===== src/rtl/position_update_sequencer_if.sv =====
// Handshake bundle between the position-update sequencer and its memory/datapath neighbours.
interface position_update_sequencer_if #(
  parameter int AW    = 32,
  parameter int LANES = 1
);
  logic                ready;
  logic                double_buffer;
  logic                stall;
  logic                upd_valid;
  logic [LANES*AW-1:0] raddr;
  logic                rd_valid;
  logic [LANES*AW-1:0] waddr;
  logic                we;
  logic                busy;
  logic                done;
  logic                err;

  modport master (
    output ready, double_buffer, stall, upd_valid,
    input  raddr, rd_valid, waddr, we, busy, done, err
  );

  modport slave (
    input  ready, double_buffer, stall, upd_valid,
    output raddr, rd_valid, waddr, we, busy, done, err
  );
endinterface


===== src/rtl/position_update_sequencer.sv =====
// Sweeps LANES-wide reads over the active half of the position buffer and issues overwrite
// addresses into the inactive half as updates return (1-cycle write latency, stall holds reads).
module position_update_sequencer #(
  parameter int DBSIZE = 256,
  parameter int AW     = 32,
  parameter int LANES  = 1
) (
  input  logic                     clk,
  input  logic                     rst,
  position_update_sequencer_if.slave bus
);
  localparam int CW = $clog2(DBSIZE + 1);
  localparam logic [CW-1:0] LAST = CW'(DBSIZE - LANES);
  localparam logic [CW-1:0] FULL = CW'(DBSIZE);
  localparam logic [CW-1:0] STEP = CW'(LANES);
  localparam logic [AW-1:0] HALF = AW'(DBSIZE);

  typedef enum logic [1:0] {IDLE, RUN, FLUSH, DONE} state_t;

  state_t              state, state_next;
  logic [CW-1:0]       ridx, wcnt, rcnt;
  logic                db, rd_valid, we, err;
  logic [LANES*AW-1:0] raddr, waddr, waddr_next;
  logic [AW-1:0]       rbase, wbase;
  logic                rd_fire, rd_last, wr_full;

  assign rbase   = db ? HALF : '0;
  assign wbase   = db ? '0 : HALF;
  assign rd_fire = (state == RUN) && rd_valid && !bus.stall;
  assign rd_last = rd_fire && (ridx == LAST);
  assign wr_full = (wcnt == FULL);

  always_comb begin
    raddr      = '0;
    waddr_next = '0;
    for (int i = 0; i < LANES; i++) begin
      if (rd_valid) raddr[i*AW +: AW] = rbase + AW'(ridx) + AW'(i);
      waddr_next[i*AW +: AW] = wbase + AW'(wcnt) + AW'(i);
    end
  end

  always_ff @(posedge clk) begin
    if (rst) state <= IDLE;
    else     state <= state_next;
  end

  always_comb begin
    state_next = state;
    if (!bus.ready) begin
      state_next = IDLE;
    end else begin
      case (state)
        IDLE:  state_next = RUN;
        // wr_full here means the final write is on the bus now (or already went out early)
        RUN:   if (rd_last) state_next = wr_full ? DONE : FLUSH;
        FLUSH: if (wr_full) state_next = DONE;
        DONE:  state_next = DONE;
        default: state_next = IDLE;
      endcase
    end
  end

  always_ff @(posedge clk) begin
    if (rst) begin
      ridx     <= '0;
      wcnt     <= '0;
      rcnt     <= '0;
      db       <= 1'b0;
      rd_valid <= 1'b0;
      we       <= 1'b0;
      waddr    <= '0;
      err      <= 1'b0;
    end else if (!bus.ready) begin
      ridx     <= '0;
      wcnt     <= '0;
      rcnt     <= '0;
      rd_valid <= 1'b0;
      we       <= 1'b0;
      waddr    <= '0;
    end else begin
      case (state)
        IDLE: begin
          db       <= bus.double_buffer;
          ridx     <= '0;
          wcnt     <= '0;
          rcnt     <= '0;
          rd_valid <= 1'b1;
          we       <= 1'b0;
        end
        RUN, FLUSH: begin
          if (rd_fire) begin
            rcnt <= rcnt + STEP;
            if (ridx == LAST) rd_valid <= 1'b0;
            else              ridx     <= ridx + STEP;
          end
          we <= 1'b0;
          if (bus.upd_valid) begin
            if (wr_full) begin
              err <= 1'b1;
            end else begin
              // a write may only target slots whose reads were consumed on an earlier edge
              if (wcnt >= rcnt) err <= 1'b1;
              we    <= 1'b1;
              waddr <= waddr_next;
              wcnt  <= wcnt + STEP;
            end
          end
        end
        default: begin
          rd_valid <= 1'b0;
          we       <= 1'b0;
        end
      endcase
    end
  end

  assign bus.raddr    = raddr;
  assign bus.rd_valid = rd_valid;
  assign bus.waddr    = waddr;
  assign bus.we       = we;
  assign bus.err      = err;
  assign bus.busy     = (state == RUN) || (state == FLUSH);
  assign bus.done     = (state == DONE);
endmodule


===== src/flat_wrapper.sv =====
// flat-port wrapper written by rule: the top's interface ports become plain ports
module position_update_sequencer_flat 
#(
  parameter int DBSIZE = 256,
  parameter int AW     = 32,
  parameter int LANES  = 1
)
  (clk, rst, bus_ready, bus_double_buffer, bus_stall, bus_upd_valid, bus_raddr, bus_rd_valid, bus_waddr, bus_we, bus_busy, bus_done, bus_err);
  position_update_sequencer_if #(.AW(AW), .LANES(LANES)) bus_i ();
  input  logic clk;
  input  logic rst;
  input wire logic [$bits(bus_i.ready)-1:0] bus_ready;
  input wire logic [$bits(bus_i.double_buffer)-1:0] bus_double_buffer;
  input wire logic [$bits(bus_i.stall)-1:0] bus_stall;
  input wire logic [$bits(bus_i.upd_valid)-1:0] bus_upd_valid;
  output wire logic [$bits(bus_i.raddr)-1:0] bus_raddr;
  output wire logic [$bits(bus_i.rd_valid)-1:0] bus_rd_valid;
  output wire logic [$bits(bus_i.waddr)-1:0] bus_waddr;
  output wire logic [$bits(bus_i.we)-1:0] bus_we;
  output wire logic [$bits(bus_i.busy)-1:0] bus_busy;
  output wire logic [$bits(bus_i.done)-1:0] bus_done;
  output wire logic [$bits(bus_i.err)-1:0] bus_err;
  assign bus_i.ready = bus_ready;
  assign bus_i.double_buffer = bus_double_buffer;
  assign bus_i.stall = bus_stall;
  assign bus_i.upd_valid = bus_upd_valid;
  assign bus_raddr = bus_i.raddr;
  assign bus_rd_valid = bus_i.rd_valid;
  assign bus_waddr = bus_i.waddr;
  assign bus_we = bus_i.we;
  assign bus_busy = bus_i.busy;
  assign bus_done = bus_i.done;
  assign bus_err = bus_i.err;
  position_update_sequencer #(.DBSIZE(DBSIZE), .AW(AW), .LANES(LANES)) u_core (.clk(clk), .rst(rst), .bus(bus_i));
endmodule

===== config.mk =====
export PLATFORM = sky130hd
export DESIGN_NAME = position_update_sequencer_flat
export DESIGN_NICKNAME = d
export VERILOG_FILES = /design/src/rtl/position_update_sequencer_if.sv /design/src/rtl/position_update_sequencer.sv /design/src/flat_wrapper.sv
export SDC_FILE = /design/constraint.sdc
export NUM_CORES = 1
export LEC_CHECK = 0
export CAP_MARGIN = 20
export CORE_MARGIN = 8
export CORE_UTILIZATION = 25
export DETAILED_ROUTE_END_ITERATION = 8
export GPL_TIMING_DRIVEN = 0
export PLACE_DENSITY = 0.48
export SYNTH_ARGS = -nofsm -noshare
export SYNTH_HDL_FRONTEND = slang
export SYNTH_SLANG_ARGS = --single-unit
export TNS_END_PERCENT = 30

===== constraint.sdc =====
create_clock -name clk -period 4.1 [get_ports clk]
set_input_delay 0.82 -clock clk [delete_from_list [all_inputs] [get_ports clk]]
set_output_delay 0.82 -clock clk [all_outputs]
set_load 0.05 [all_outputs]

# After elaboration in Yosys (flattened, before gate mapping)
# Index checks and enable logic that the tools add are counted.
# W data, S select, Z words.
[totals]
ram_bits = 0
latch_bits = 0
word_cells = 71
out_inout_bits = 69
register_bits = 65
mem_bits_ro = 0
mem_count = 0
[classes]
reduce_logical = 19
n_div = 0
multipliers = 0
n_lt_le_gt_ge = 1
n_addsub = 5
n_mux = 21
n_eq_ne = 12
bitwise_logic = 4
shift = 0
[op_table]
columns = ["cell", "n"]
rows = [
  ["$add A32 B9 Y32", 2],
  ["$mux W9", 7],
  ["$pmux W9 S2", 3],
  ["$mux W32", 1],
  ["$add A9 B1 Y9 const B", 3],
  ["$eq A9 B8 Y1 const B", 1],
  ["$eq A9 B9 Y1 const B", 1],
  ["$ge A9 B9 Y1", 1],
  ["$reduce_and A3 Y1", 3],
  ["$ne A2 B1 Y1 const B", 4],
  ["$pmux W2 S4", 1],
  ["$reduce_and A2 Y1", 4],
  ["$mux W1", 6],
  ["$ne A2 B2 Y1 const B", 3],
  ["$eq A2 B2 Y1 const B", 2],
  ["$mux W2", 2],
  ["$not A1 Y1", 4],
  ["$reduce_and A4 Y1", 1],
  ["$reduce_bool A2 Y1", 2],
  ["$reduce_or A2 Y1", 2],
  ["$reduce_or A4 Y1", 1],
  ["$logic_and A1 B1 Y1", 3],
  ["$eq A2 B1 Y1 const B", 1],
  ["$logic_not A2 Y1", 1],
  ["other kinds (3)", 3],
]

# Logic depth before layout (Yosys ltp)
# Gate-level depths: netlist of run 1.
[depth]
ltp_word = 6
ltp_mapped = 8
ltp_nobuf = 8

# Least setup slack after synthesis of run 1
# Ideal clock, no wire load.
[synth_path]
path_kind = "flip-flop to output port"
from = "register u_core.rd_valid, in the netlist u_core.bus.rd_valid"
to = "output bus_raddr[0]"
path_stages_with_launch = 4
setup_slack_ps = 1788
arrival_time_ps = 1492
required_ps = 3280
path_cell_list = "dfxtp_1 > buf_4 > clkbuf_1 > and2_1"
[synth_between]
elab_chain_cells = 1
[synth_rtl]
columns = ["item", "line", "source"]
rows = [
  ["start, declared", "position_update_sequencer.sv:22", "logic db, rd_valid, we, err;"],
  ["start signal, assigned", "position_update_sequencer.sv:69", "rd_valid <= 1'b0;"],
  ["start signal, assigned", "position_update_sequencer.sv:77", "rd_valid <= 1'b0;"],
  ["start signal, assigned", "position_update_sequencer.sv:87", "rd_valid <= 1'b1;"],
  ["$mux W32", "position_update_sequencer.sv:37", "if (rd_valid) raddr[i*AW +: AW] = rbase + AW'(ridx) + AW'(i);"],
  ["end, declared", "flat_wrapper.sv:16", "output wire logic [$bits(bus_i.raddr)-1:0] bus_raddr;"],
]
# Every way passes these cells.

# Final worst setup path of run 1
[layout_path]
from = "register u_core.rd_valid, in the netlist u_core.bus.rd_valid"
to = "output bus_raddr[1]"
# The elaborated chain is that of the path after synthesis.

==> metrics.txt, run 1 <==
status complete, no violations; drt first-iter violations ~110; Max Root-Sink Buffers 2; final slew viol count 0; diode count 0; Crit path largest cell delay roughly 0.8 ns; P_sw 0.331 mW; hold buffers post-CTS 0; Max-Cap Viols 0; Pleak between 1 and 1.5 nW; Placer Congestion between 0.7 and 0.8; Hold Path Class reg -> reg; layout cells sized above 1 ~15%; syn_area_per_cell 8.48 µm²; global-route wire length before repair between 10000 and 15000 µm; Seq cells post-synth between 40 and 50; Ports 75; Syn Inst Count ~320; DR vias/cell just over 4; CTS tree yes; ys flop type dfxtp_1; sequential power share 45.5%; asr flop ratio synth 0%; worst hold slack approximately 0.5 ns; placed cells between 500 and 600; CTS sink cnt 43; worst-skew pair later-pin latency around 0.30 ns; worst slew pin tran about 0.55 ns; total grt overflow 0; initial antenna violation count 0; share of the clock period used by the worst path 72.1%; slowest CP cell clkdlybuf4s50_1; crit path cell chain buf_4 -> clkbuf_1 -> and2_1 -> clkdlybuf4s50_1; All-Layer GR Usage 9.58%; wire per inst around 13 µm; router iterations before antenna repair 4; synth warn 0; pwr dens between 200 and 300 nW/µm²; Slew HR 63.2%; final WL between 6000 and 7000 µm; DRC 0; Worst Path Required roughly 3.3 ns; number of global-route vias before repair 2194; die width about 120 µm; largest net degree at the start of global routing 13; P_int 0.609 mW; Layout Cells excl Fill approximately 540; VDD IR max around 0.00014 V; final setup margin 1.14 ns; clock skew between 0.009 and 0.01 ns; total power 0.939 mW; initial core utilization roughly 25%; via count around 2300; FMAX between 300 and 400 MHz; Die H approximately 120 µm; H-tree depth 2; Root Buffer Master clkbuf_8; synth-to-layout area growth 26.1%; row count 38; CP Capture Type output pin; leading area contributor after synthesis dfxtp_1; Gate power share 27.0%; Clock Pin Slew Worst Setup and Hold Paths 0.08 ns; area of the core roughly 11000 µm²; minimum clock period ~3.0 ns; Clock power frac between 20 and 30%; number of synthesized flops with an enable pin 0; Sw Share a little over a third; pre-CTS WS 1.23 ns; CP startpoint kind register; Yosys top cell area share 31.4%; RSZ-0062 raised after global routing false; # nets final 429; Yosys cell types 46; mapped cell area around 2700 µm²; Crit Path Category reg -> out; Seq/Total Area, Yosys 31.4%; Final HPWL DP 5400 µm; die area approximately 15000 µm²; largest cells by area after synthesis dfxtp_1 31%, buf_4 13%, ha_1 9.1%; Resize count post-CTS 0; Post-CTS Setup Bufs 0; Critical Path AT 2.14 ns; setup TNS 0 ns; worst-path fanout max 10; endpoints failing setup 0; DRT antenna net count 0; Hold Vio Cnt, Final 0; IO Port Bufs 30; TritonCTS Buffers 5
==> cells in the mapped netlist, types with 2 or more instances <==
cell type / instances
nor2_1: 32
nand4_1: 7
a32o_1: 2
a2111oi_2: 2
nand2b_1: 4
a31oi_1: 3
nor2b_1: 2
mux2i_1: 10
and2_1: 12
a211oi_1: 3
or3_1: 6
clkbuf_1: 7
nand4b_1: 4
ha_1: 20
nor4b_2: 2
xnor2_1: 9
dfxtp_1: 43
buf_2: 2
nor3b_1: 3
buf_4: 46
and3_1: 3
nand2_1: 13
xor2_1: 3
and4b_1: 3
inv_1: 21
o22ai_1: 2
nand3_1: 7
nor3_1: 4
o21ai_0: 14
a21oi_1: 18
==> metal layers <==
layer / vias up / GRT usage (%) / part of all wire [%]
met1: 999 / 11.1 / 45
met3: 5 / 3.08 / 7.4
met2: 60 / 16.5 / 47
met4: 0 / 2.81 / 1.1
li1: 1187 / - / -
met5: - / 0 / 0
==> sequential cells by signal, summed over array words and instances, names as in the netlist <==
| signal | flops |
|---|---|
| u_core.state | 2 |
| u_core.wcnt | 9 |
| u_core.bus.we | 1 |
| u_core.ridx | 9 |
| u_core.db | 1 |
| u_core.rcnt | 9 |
| u_core.bus.err | 1 |
| u_core.bus.rd_valid | 1 |
| u_core.bus.waddr | 10 |
==> cell families (layout without fill, tap and decap cells) <==
logic type      after synthesis  in the layout  share of synthesized area [%]
flops                        43             43                           31.4
compound gates               55             55                           13.1
xor+xnor                     12             12                           3.84
buf+inv                      77            113                           17.2
simple gates                105            105                           21.4
other cells                   1             44                          0.137
mux                          10             10                           3.66
fa+ha+maj                    20             20                           9.14
==> worst paths after layout <==
path / endpoint / startpoint / slack [ns] / cells after the start
min reg2reg: u_core.bus.waddr[6] / u_core.bus.waddr[6] / 0.50 / 2
min: u_core.bus.waddr[6] / u_core.bus.waddr[6] / 0.50 / 2
max: bus_raddr[1] / u_core.bus.rd_valid / 1.14 / 4
max reg2reg: u_core.ridx[6] / u_core.ridx[0] / 1.97 / 8
==> cell usage in the layout (no fill, tap or decap), drive strengths merged, types with 3 or more instances in the layout <==
master         instances
or3                    6
xor2                   3
nand2b                 4
nand3                  7
nand4b                 4
clkbuf                12
clkdlybuf4s50         30
nor2                  32
mux2i                 10
inv                   21
o21ai                 15
nor3b                  3
and4b                  3
nor3                   4
a211oi                 3
dfxtp                 43
ha                    20
nand2                 13
a31oi                  3
and2                  12
buf                   49
xnor2                  9
and3                   3
a21oi                 19
nand4                  7
conb                  44
==> critical path: cells and delay by family, from the launching register on <==
kind | cells | cell delay [ns]
AND/OR/NAND/NOR | 1 | 0.20
flip-flops | 1 | 0.35
buffers and inverters | 3 | 1.29
==> power groups by stage <==
| stage | Combinational (mW) | Clock (mW) | Sequential (mW) |
|---|---|---|---|
| 2_1_floorplan | 0.203 | 0 | 0.444 |
| 3_3_place_gp | 0.252 | 0 | 0.437 |
| 3_5_place_dp | 0.252 | 0 | 0.438 |
| 4_1_cts | 0.252 | 0.269 | 0.428 |
| 5_1_grt | 0.272 | 0.288 | 0.429 |
| 6_report | 0.254 | 0.258 | 0.428 |
==> through the flow <==
stage          area, µm²  utilization, %
3_3_place_gp        3370            31.4
3_5_place_dp        3370            31.4
4_1_cts             3450            32.1
5_1_grt             3450            32.1
6_report            3450            32.1
2_1_floorplan       2900               -
==> layout make-up <==
type / instances / area (µm²)
clock buffers: 5 / 68.8
clock inverters: 1 / 7.51
repair buffers: 30 / 300
plain buffers: 56 / 393
fillers: 1158 / 7290
well taps: 140 / 175
flip-flops and latches: 43 / 861
inverters: 21 / 78.8
multi-input cells: 246 / 1570
Power figures use the tool's default switching activity.
==> inputs of run 2 (changes only) <==
==> constraint.sdc (replaced) <==
create_clock -name clk -period 3.1 [get_ports clk]
set_input_delay 0.62 -clock clk [delete_from_list [all_inputs] [get_ports clk]]
set_output_delay 0.62 -clock clk [all_outputs]
set_load 0.05 [all_outputs]
==> results of run 2 <==
The final DEF is identical to that of run 1. Status: complete, no violations.
Main changes from that run: setup slack after placement 1.23 ns -> 0.427 ns; setup slack after layout 1.14 ns -> 0.342 ns; register-to-register setup slack 1.97 ns -> 0.97 ns; total power 0.939 mW -> 1.24 mW; worst IR drop on VDD 0.000138 V -> 0.000182 V
